==> src/rtl/frog_lane_arbiter.sv <==
// Frame-rate game-state stage: per-lane car motion and frog collision, PLAY/HIT/OVER
// control, score/lives ownership and the frog respawn pulse.

module frog_lane_car #(
  parameter int K          = 0,
  parameter int LANE_Y     = 64,
  parameter int CAR_W      = 64,
  parameter int FROG_W     = 32,
  parameter int SCREEN_W   = 640
) (
  input  logic       clk,
  input  logic       init_i,
  input  logic       adv_i,
  input  logic [9:0] frog_x_i,
  input  logic [9:0] frog_y_i,
  output logic [9:0] x_o,
  output logic       hit_o
);
  localparam logic [10:0] V    = 11'(K + 1);
  localparam logic [10:0] SW   = 11'(SCREEN_W);
  localparam logic [10:0] CW   = 11'(CAR_W);
  localparam logic [10:0] FW   = 11'(FROG_W);
  localparam logic [9:0]  LY   = 10'(LANE_Y);
  localparam logic [9:0]  INIT = 10'((160 * K) % SCREEN_W);

  logic [9:0]  x_q, x_d;
  logic [10:0] x11, fx11, sum;

  assign x11  = {1'b0, x_q};
  assign fx11 = {1'b0, frog_x_i};
  assign sum  = x11 + V;

  // Even lanes drift right, odd lanes left; both wrap on SCREEN_W.
  always_comb begin
    x_d = x_q;
    if ((K % 2) == 0) x_d = (sum >= SW) ? 10'(sum - SW) : 10'(sum);
    else              x_d = (x11 < V) ? 10'(x11 + SW - V) : 10'(x11 - V);
  end

  always_ff @(posedge clk) begin
    if (init_i)     x_q <= INIT;
    else if (adv_i) x_q <= x_d;
  end

  assign x_o   = x_q;
  assign hit_o = (frog_y_i == LY) && (fx11 < x11 + CW) && (x11 < fx11 + FW);
endmodule

module frog_lane_arbiter #(
  parameter int NUM_LANES    = 4,
  parameter int LANE_Y0      = 64,
  parameter int LANE_PITCH   = 32,
  parameter int CAR_W        = 64,
  parameter int FROG_W       = 32,
  parameter int SCREEN_W     = 640,
  parameter int GOAL_Y       = 0,
  parameter int START_LIVES  = 3,
  parameter int DEATH_FRAMES = 60,
  parameter int SCORE_MAX    = 99
) (
  input  logic                    i_Clk,
  input  logic                    i_Reset,
  input  logic                    i_Frame_Tick,
  input  logic                    i_Start,
  input  logic [9:0]              i_Frog_X,
  input  logic [9:0]              i_Frog_Y,
  output logic [10*NUM_LANES-1:0] o_Car_X,
  output logic                    o_Frog_Respawn,
  output logic                    o_Frog_Freeze,
  output logic [6:0]              o_Score,
  output logic [1:0]              o_Lives,
  output logic                    o_Game_Over
);
  localparam int CNT_W = (DEATH_FRAMES > 1) ? $clog2(DEATH_FRAMES) : 1;
  localparam logic [CNT_W-1:0] CNT_LAST = CNT_W'(DEATH_FRAMES - 1);
  localparam logic [6:0] SMAX   = 7'(SCORE_MAX);
  localparam logic [1:0] LIVES0 = 2'(START_LIVES);
  localparam logic [9:0] GOAL   = 10'(GOAL_Y);

  typedef enum logic [1:0] {PLAY, HIT, OVER} state_e;

  state_e                         state_q, state_d;
  logic [6:0]                     score_q, score_d;
  logic [1:0]                     lives_q, lives_d;
  logic [CNT_W-1:0]               cnt_q, cnt_d;
  logic                           resp_q, resp_d;
  logic                           restart, adv, any_hit;
  logic [NUM_LANES-1:0]           hit;
  logic [NUM_LANES-1:0][9:0]      car_x;

  assign adv = i_Frame_Tick && (state_q == PLAY);

  genvar k;
  generate
    for (k = 0; k < NUM_LANES; k++) begin : g_lane
      frog_lane_car #(
        .K(k), .LANE_Y(LANE_Y0 + k * LANE_PITCH), .CAR_W(CAR_W),
        .FROG_W(FROG_W), .SCREEN_W(SCREEN_W)
      ) u_car (
        .clk     (i_Clk),
        .init_i  (i_Reset || restart),
        .adv_i   (adv),
        .frog_x_i(i_Frog_X),
        .frog_y_i(i_Frog_Y),
        .x_o     (car_x[k]),
        .hit_o   (hit[k])
      );
    end
  endgenerate

  assign any_hit = |hit;

  always_comb begin
    state_d = state_q;
    score_d = score_q;
    lives_d = lives_q;
    cnt_d   = cnt_q;
    resp_d  = 1'b0;
    restart = 1'b0;
    case (state_q)
      PLAY: if (i_Frame_Tick) begin
        if (any_hit) begin
          lives_d = (lives_q == 2'd0) ? 2'd0 : lives_q - 2'd1;
          if (lives_q <= 2'd1) state_d = OVER;
          else begin
            state_d = HIT;
            cnt_d   = '0;
          end
        end else if (i_Frog_Y == GOAL) begin
          score_d = (score_q >= SMAX) ? SMAX : score_q + 7'd1;
          resp_d  = 1'b1;
        end
      end
      HIT: if (i_Frame_Tick) begin
        if (cnt_q == CNT_LAST) begin
          state_d = PLAY;
          resp_d  = 1'b1;
        end else cnt_d = cnt_q + 1'b1;
      end
      OVER: if (i_Start) begin
        restart = 1'b1;
        state_d = PLAY;
        score_d = '0;
        lives_d = LIVES0;
        cnt_d   = '0;
        resp_d  = 1'b1;
      end
      default: state_d = PLAY;
    endcase
  end

  always_ff @(posedge i_Clk) begin
    if (i_Reset) begin
      state_q <= PLAY;
      score_q <= '0;
      lives_q <= LIVES0;
      cnt_q   <= '0;
      resp_q  <= 1'b1;
    end else begin
      state_q <= state_d;
      score_q <= score_d;
      lives_q <= lives_d;
      cnt_q   <= cnt_d;
      // Back-to-back ticks must not stretch the respawn pulse.
      resp_q  <= resp_d && !resp_q;
    end
  end

  assign o_Car_X        = car_x;
  assign o_Frog_Respawn = resp_q;
  assign o_Frog_Freeze  = (state_q != PLAY);
  assign o_Game_Over    = (state_q == OVER);
  assign o_Score        = score_q;
  assign o_Lives        = lives_q;
endmodule

==> config.mk <==
export PLATFORM = sky130hd
export DESIGN_NAME = frog_lane_arbiter
export DESIGN_NICKNAME = d
export VERILOG_FILES = /design/src/rtl/frog_lane_arbiter.sv
export SDC_FILE = /design/constraint.sdc
export NUM_CORES = 1
export LEC_CHECK = 0
export ABC_AREA = 1
export ABC_CLOCK_PERIOD_IN_PS = 3100
export BUFFER_PORTS_ARGS = -buffer_cell sky130_fd_sc_hd__clkbuf_2
export CORE_UTILIZATION = 35
export CTS_BUF_LIST = sky130_fd_sc_hd__clkbuf_16
export DETAILED_ROUTE_END_ITERATION = 8
export HOLD_SLACK_MARGIN = 0.15
export PLACE_DENSITY = 0.57
export SYNTH_ARGS = -nofsm -noshare
export SYNTH_HDL_FRONTEND = slang
export SYNTH_SLANG_ARGS = --single-unit
==> constraint.sdc <==
create_clock -name i_Clk -period 3.1 [get_ports i_Clk]
set_input_delay 0.62 -clock i_Clk [delete_from_list [all_inputs] [get_ports i_Clk]]
set_output_delay 0.62 -clock i_Clk [all_outputs]
set_load 0.1 [all_outputs]
==> metrics.txt, run 1 <==
largest fanout on the critical path 7; Yosys reg bits between 50 and 60; Worst setup EP type flop; initial drt markers 213; vias per inst roughly 4.8; ys flop type dfxtp_1; Post-synth EDFFs 0; cell taking the most area after synthesis dfxtp_1; Commonest cells post-synth 168 x nand2_1, 115 x inv_1, 87 x ha_1; Initial Util a little over a third; synthesized area per cell 6.73 um2; Clk pin slew, worst setup/hold paths 70 ps; CTS tree yes; Pwr Total about 3900 uW; dpl hpwl 10500 um; part of the Yosys area used for sequential elements 21.1%; Clock Power Share about 15%; Crit Path Category reg2reg; Core ar. approximately 0.015 mm2; status finished, final reports clean; Worst Path Arrival between 2000 and 3000 ps; NetSw around 2200 uW; synthesized area approximately 0.0052 mm2; number of antenna violations at the first check in global routing 0; Gate Count Post-Synth around 780; top cells by area, synth dfxtp_1 21%, ha_1 21%, nand2_1 12%; Internal around 1700 uW; share of cells above drive strength 1 between 10% and 20%; Clock Sinks between 50 and 60; max_cap viols 0; setup tns final 0 ps; WL/cell between 10 and 15 um; Hold Crit Class reg2reg; post-synthesis compound-gate area fraction 15.1%; Comb power frac between 50 and 60%; leakage ~0.0031 uW; vias in the first global route 4579; yosys synthesis warning count 0; top-count cell post-synth nand2_1; peak supply drop about 330 uV; DRC Markers 0; cts hold-fix bufs 0; diode count 0; Skew-Pair Late Insertion Delay 310 ps; CTS Buf Count 5; clk buf depth 2; Synth Area in Simple Gates approximately 27%; FF/Latch Area around 0.0011 mm2; first-pass GRT wire length around 22000 um; largest family of logic cells by synthesized area simple AND/OR/NAND/NOR gates; grt ovf 0; Synth Area in XOR/XNOR under 10%; fin. max-slew vios 0; 1st-pass router iterations 4; fillcell total roughly 1600; GP Congestion approximately 0.81; DIE HEIGHT 124 um; largest net degree at the start of global routing 37; top cell type's share of synthesized area 21.1%; IO Pins 76; nets 963; multiplexer share of the synthesized area 0%; antenna viol nets, final 0; Seq pwr share between 20% and 30%; fmax just under 0.4 GHz; postcts setup bufs 0; post-CTS sizing 0; fin crit period around 2600 ps; Root Buffer clkbuf_16; clock skew 13.2 ps; Site Rows 44; final worst-path cycle share a little over four fifths; area grow syn2layout 14.0%; area of the multi-input gates around 0.0036 mm2; H-tree Lvls 2; slew of the pin with the lowest slew margin about 700 ps; Total GRT Usage 18.9%; IO Port Bufs slightly above 70; Distinct cells, synth between 40 and 50; final hold vios 0; Routed Wire Length 13700 um; critical path data required time around 3300 ps; Net Sw Frac between 50% and 60%; Power Density between 600 and 700 mW/mm2; final setup violating endpoints 0; Slew headroom between 50% and 60%; Worst setup SP type flop; adder-cell share of the synthesized area around a fifth; RSZ-0062 raised after global routing false; Vias 5008; Die W 124 um; fraction of registers with async set/reset 0%; die area roughly 0.015 mm2
## power by group through the flow
stage	combinational (uW)	sequential, uW	clock [uW]
6_report	2300	1040	569
5_1_grt	2540	1060	621
4_1_cts	2310	1040	600
3_5_place_dp	2300	1050	0
3_3_place_gp	2290	1050	0
2_1_floorplan	1070	1820	0
## metrics by stage
step	std cells	util, %	instance area (um2)	setup slack (ps)	hold WS, ps
after CTS	1035	41.0	5950	510	455
after detailed placement	1029	40.0	5820	229	445
after floorplan	777	-	5230	49.4	467
final	1035	41.0	5950	499	456
after global placement	1029	40.0	5820	235	446
after global routing	1035	41.0	5950	222	473
## sequential cells by signal (all words and copies together), names as in the netlist
register,count
g_lane.u_car.x_o,37
o_Score,7
cnt_q,6
o_Lives,2
state_q,2
o_Frog_Respawn,1
## layout by cell type, fill, tap and decap left out, types with 2 or more instances in the layout
cell type  synthesis  final
dfxtp_1           55     55
conb_1             1      3
nor2_4             2      2
nand2_1          168    168
nand4_1           15     15
nor2_1            64     64
nand3_2            3      3
xor2_2             2      2
or2_2              3      3
o21ai_1            4      4
buf_4              6     14
xnor2_1            9      9
inv_1            115    115
o211ai_1           3      3
a21oi_1           71     71
nand2_2            4      4
clkbuf_2           1     72
o21ai_0           50     50
nand3_1           43     43
clkbuf_16          0      5
a31oi_1            3      3
xor2_1            18     18
nor3_1             8      8
nor2_2             5      5
ha_1              87     87
a211oi_1           6      6
## worst paths after layout
check                                            start             end  slack [ps]  depth (start not counted)
worst max register to register  g_lane[3].u_car.x_o[6]        cnt_q[1]         500                         17
worst min register to register          o_Frog_Respawn  o_Frog_Respawn         460                          1
worst max-delay path            g_lane[3].u_car.x_o[6]        cnt_q[1]         500                         17
worst min-delay path                    o_Frog_Respawn  o_Frog_Respawn         460                          1
## metal layers
layer	up-vias	track usage (%)	share of wire, %
met2	64	31.7	46
met5	-	0	0
met4	0	3.50	0.95
met1	2249	25.2	50
met3	7	3.34	2.7
li1	2688	-	-
## worst max-delay path, stage by stage (launching register included)
cell	delay [ps]
dfxtp_1	510
inv_1	170
ha_1	310
inv_1	40
ha_1	260
nand2_1	50
nor2_1	120
nand2_1	60
o21ai_0	180
nor2_1	60
nand2_1	70
nand2_1	60
nor2_2	130
nand2_2	110
nand2_1	210
nand2_1	70
nand2_1	60
nor2_1	40
## layout make-up
type                            instances  area share [%]
Clock buffer                            5            2.10
Clock inverter                          1           0.126
Inverter                              117            7.38
Multi-Input combinational cell        587            60.2
Sequential cell                        55            18.5
Tap cell                              184            3.87
Timing Repair Buffer                   86            7.82
## logic make-up (layout without fill, tap and decap cells)
| kind of cell | count (synthesis) | in the layout |
|---|---|---|
| other | 1 | 3 |
| buffers and inverters | 135 | 209 |
| DFF | 55 | 55 |
| adders and majority gates | 87 | 87 |
| and+or+nand+nor | 323 | 323 |
| xor gates and xnor gates | 29 | 29 |
| AOI/OAI and AO/OA | 145 | 145 |
(Power assumes the default switching activity.)
==> run 2, diff against run 1 <==
--- a/config.mk
+++ b/config.mk
@@ -6,13 +6,13 @@
 export NUM_CORES = 1
 export LEC_CHECK = 0
 export ABC_AREA = 1
-export ABC_CLOCK_PERIOD_IN_PS = 3100
+export ABC_CLOCK_PERIOD_IN_PS = 2300
 export BUFFER_PORTS_ARGS = -buffer_cell sky130_fd_sc_hd__clkbuf_2
 export CORE_UTILIZATION = 35
 export CTS_BUF_LIST = sky130_fd_sc_hd__clkbuf_16
 export DETAILED_ROUTE_END_ITERATION = 8
 export HOLD_SLACK_MARGIN = 0.15
-export PLACE_DENSITY = 0.57
+export PLACE_DENSITY = 0.59
 export SYNTH_ARGS = -nofsm -noshare
 export SYNTH_HDL_FRONTEND = slang
 export SYNTH_SLANG_ARGS = --single-unit
==> constraint.sdc (replaced) <==
create_clock -name i_Clk -period 2.3 [get_ports i_Clk]
set_input_delay 0.46 -clock i_Clk [delete_from_list [all_inputs] [get_ports i_Clk]]
set_output_delay 0.46 -clock i_Clk [all_outputs]
set_load 0.1 [all_outputs]
==> metrics.txt, run 2 (same netlist as run 1, synthesis figures left out) <==
diode count 0 (unchanged); Worst Path Arrival 2460 ps (was 2790 ps); dpl hpwl 11300 um (was 10500 um); fmax 0.443 GHz (was 0.384 GHz); Largest register FFs 37 (unchanged); Initial Util 35.9% (unchanged); fin. max-slew vios 0 (unchanged); DRC Markers 0 (unchanged); setup tns final 0 ps (unchanged); Total GRT Usage 19.9% (was 18.9%); vias per inst 4.76 (was 4.84); CTS Buf Count 5 (unchanged); Core ar. 0.0145 mm2 (unchanged); number of antenna violations at the first check in global routing 0 (unchanged); Slew headroom 62.7% (was 53.2%); Die W 124 um (unchanged); RSZ-0062 raised after global routing true (was false); Root Buffer clkbuf_16 (unchanged); commonest non-fill, non-tap cells in the layout 164 x nand2_1, 112 x inv_1, 79 x ha_1, 72 x clkbuf_2, 62 x a21oi_1 (was 168 x nand2_1, 115 x inv_1, 87 x ha_1, 72 x clkbuf_2, 71 x a21oi_1); peak supply drop 393 uV (was 328 uV); fin crit period 2260 ps (was 2600 ps); final worst slack 44.1 ps (was 499 ps); antenna viol nets, final 0 (unchanged); clk buf depth 2 (unchanged); IO Port Bufs 72 (unchanged); Skew-Pair Late Insertion Delay 310 ps (about the same); GP Congestion 0.844 (was 0.815); Clock Sinks 55 (unchanged); die area 0.0154 mm2 (unchanged); Crit Path Category reg2reg (unchanged); Finished Cell Area 0.00670 mm2 (was 0.00595 mm2); final worst-path cycle share 98.1% (was 83.9%); 1st-pass router iterations 5 (was 4); Vias 5183 (was 5008); leakage 0.00336 uW (was 0.00305 uW); H-tree Lvls 2 (unchanged); grt ovf 0 (unchanged); Hold Crit Class in2reg (was reg2reg); largest fanout on the critical path 4 (was 7); Worst setup EP type flop (unchanged); M3 GR Usage 2.79% (was 3.34%); Routed Wire Length 14700 um (was 13700 um); max_cap viols 0 (unchanged); initial drt markers 247 (was 213); nets 1014 (was 963); final setup violating endpoints 0 (unchanged); vias in the first global route 4809 (was 4579); final core occ 46.1% (was 41.0%); worst slack at placement -306 ps (was 229 ps); WL/cell 13.5 um (was 13.3 um); critical path data required time 2510 ps (was 3290 ps); clock skew 6.50 ps (was 13.2 ps); Site Rows 44 (unchanged); largest net degree at the start of global routing 19 (was 37); commonest non-fill, non-tap cell in the layout nand2_1 (unchanged); IO Pins 76 (unchanged); share of cells above drive strength 1 27.5% (was 13.9%); met1 GRT Util 27.1% (was 25.2%); Most Crowded Layer GR met2 (unchanged); Worst Hold Margin 439 ps (was 456 ps); final hold vios 0 (unchanged); area grow syn2layout 28.4% (was 14.0%); CTS tree yes (unchanged); Power Density 852 mW/mm2 (was 656 mW/mm2); M2 GR Usage 32.8% (was 31.7%); status finished, final reports clean (unchanged); DIE HEIGHT 124 um (unchanged); cts hold-fix bufs 0 (unchanged); Clk pin slew, worst setup/hold paths 80 ps (was 70 ps); first-pass GRT wire length 23600 um (was 22300 um); Placed Area 0.00628 mm2 (was 0.00582 mm2); Worst setup SP type flop (unchanged); slew of the pin with the lowest slew margin 561 ps (was 701 ps)
-- run 2: final timing paths --
check                                             from             end  slack [ps]  depth (start not counted)
worst max-delay path            g_lane[2].u_car.x_o[7]      o_Lives[0]          40                         16
worst max register to register  g_lane[2].u_car.x_o[7]      o_Lives[0]          40                         16
worst min-delay path                           i_Reset        cnt_q[5]         440                          2
worst min register to register          o_Frog_Respawn  o_Frog_Respawn         460                          1
-- run 2: metrics by stage --
step / power (uW) / instances
global placement: 4750 / 1074
finish: 5710 / 1088
floorplan: 3960 / 777
detailed placement: 4770 / 1074
CTS: 5610 / 1082
global route: 6160 / 1088
-- run 2: power by group --
part           switching, uW  internal [uW]
combinational           2510            979
clock                    406            410
sequential               249           1160
-- run 2: worst max-delay path: stages, from the launching register on --
cell     delay, ps
dfxtp_4        370
ha_2           190
xnor2_2        140
ha_1           290
a21oi_1        130
o21ai_1         80
a21oi_1        110
nand2_1        100
nor2_1         110
nand2_1         50
nand2_1         70
nor2_2          40
nand2_2        110
buf_12         120
nand2_4         50
a21oi_2        110
nand2_1         60
-- run 2: what timing repair did --
item | 4_1_cts | 5_1_grt
setup buffers | 0 | 6
pin swaps | 0 | 26
endpoints found under the setup margin | 7 | 12
gates resized for setup | 1 | 47
-- run 2: area by class of cell --
cell class / count / area (um2)
Fill cell: 1522 / 7840
Multi-Input combinational cell: 587 / 3810
Sequential cell: 55 / 1200
Timing Repair Buffer: 137 / 872
Inverter: 117 / 442
Tap cell: 184 / 230
Clock buffer: 5 / 125
Clock inverter: 3 / 23.8
-- run 2: per-layer routing --
metal	wire length, um	up-vias
met3	486	11
met5	0	-
met1	7190	2294
li1	-	2791
met4	167	0
met2	6810	87
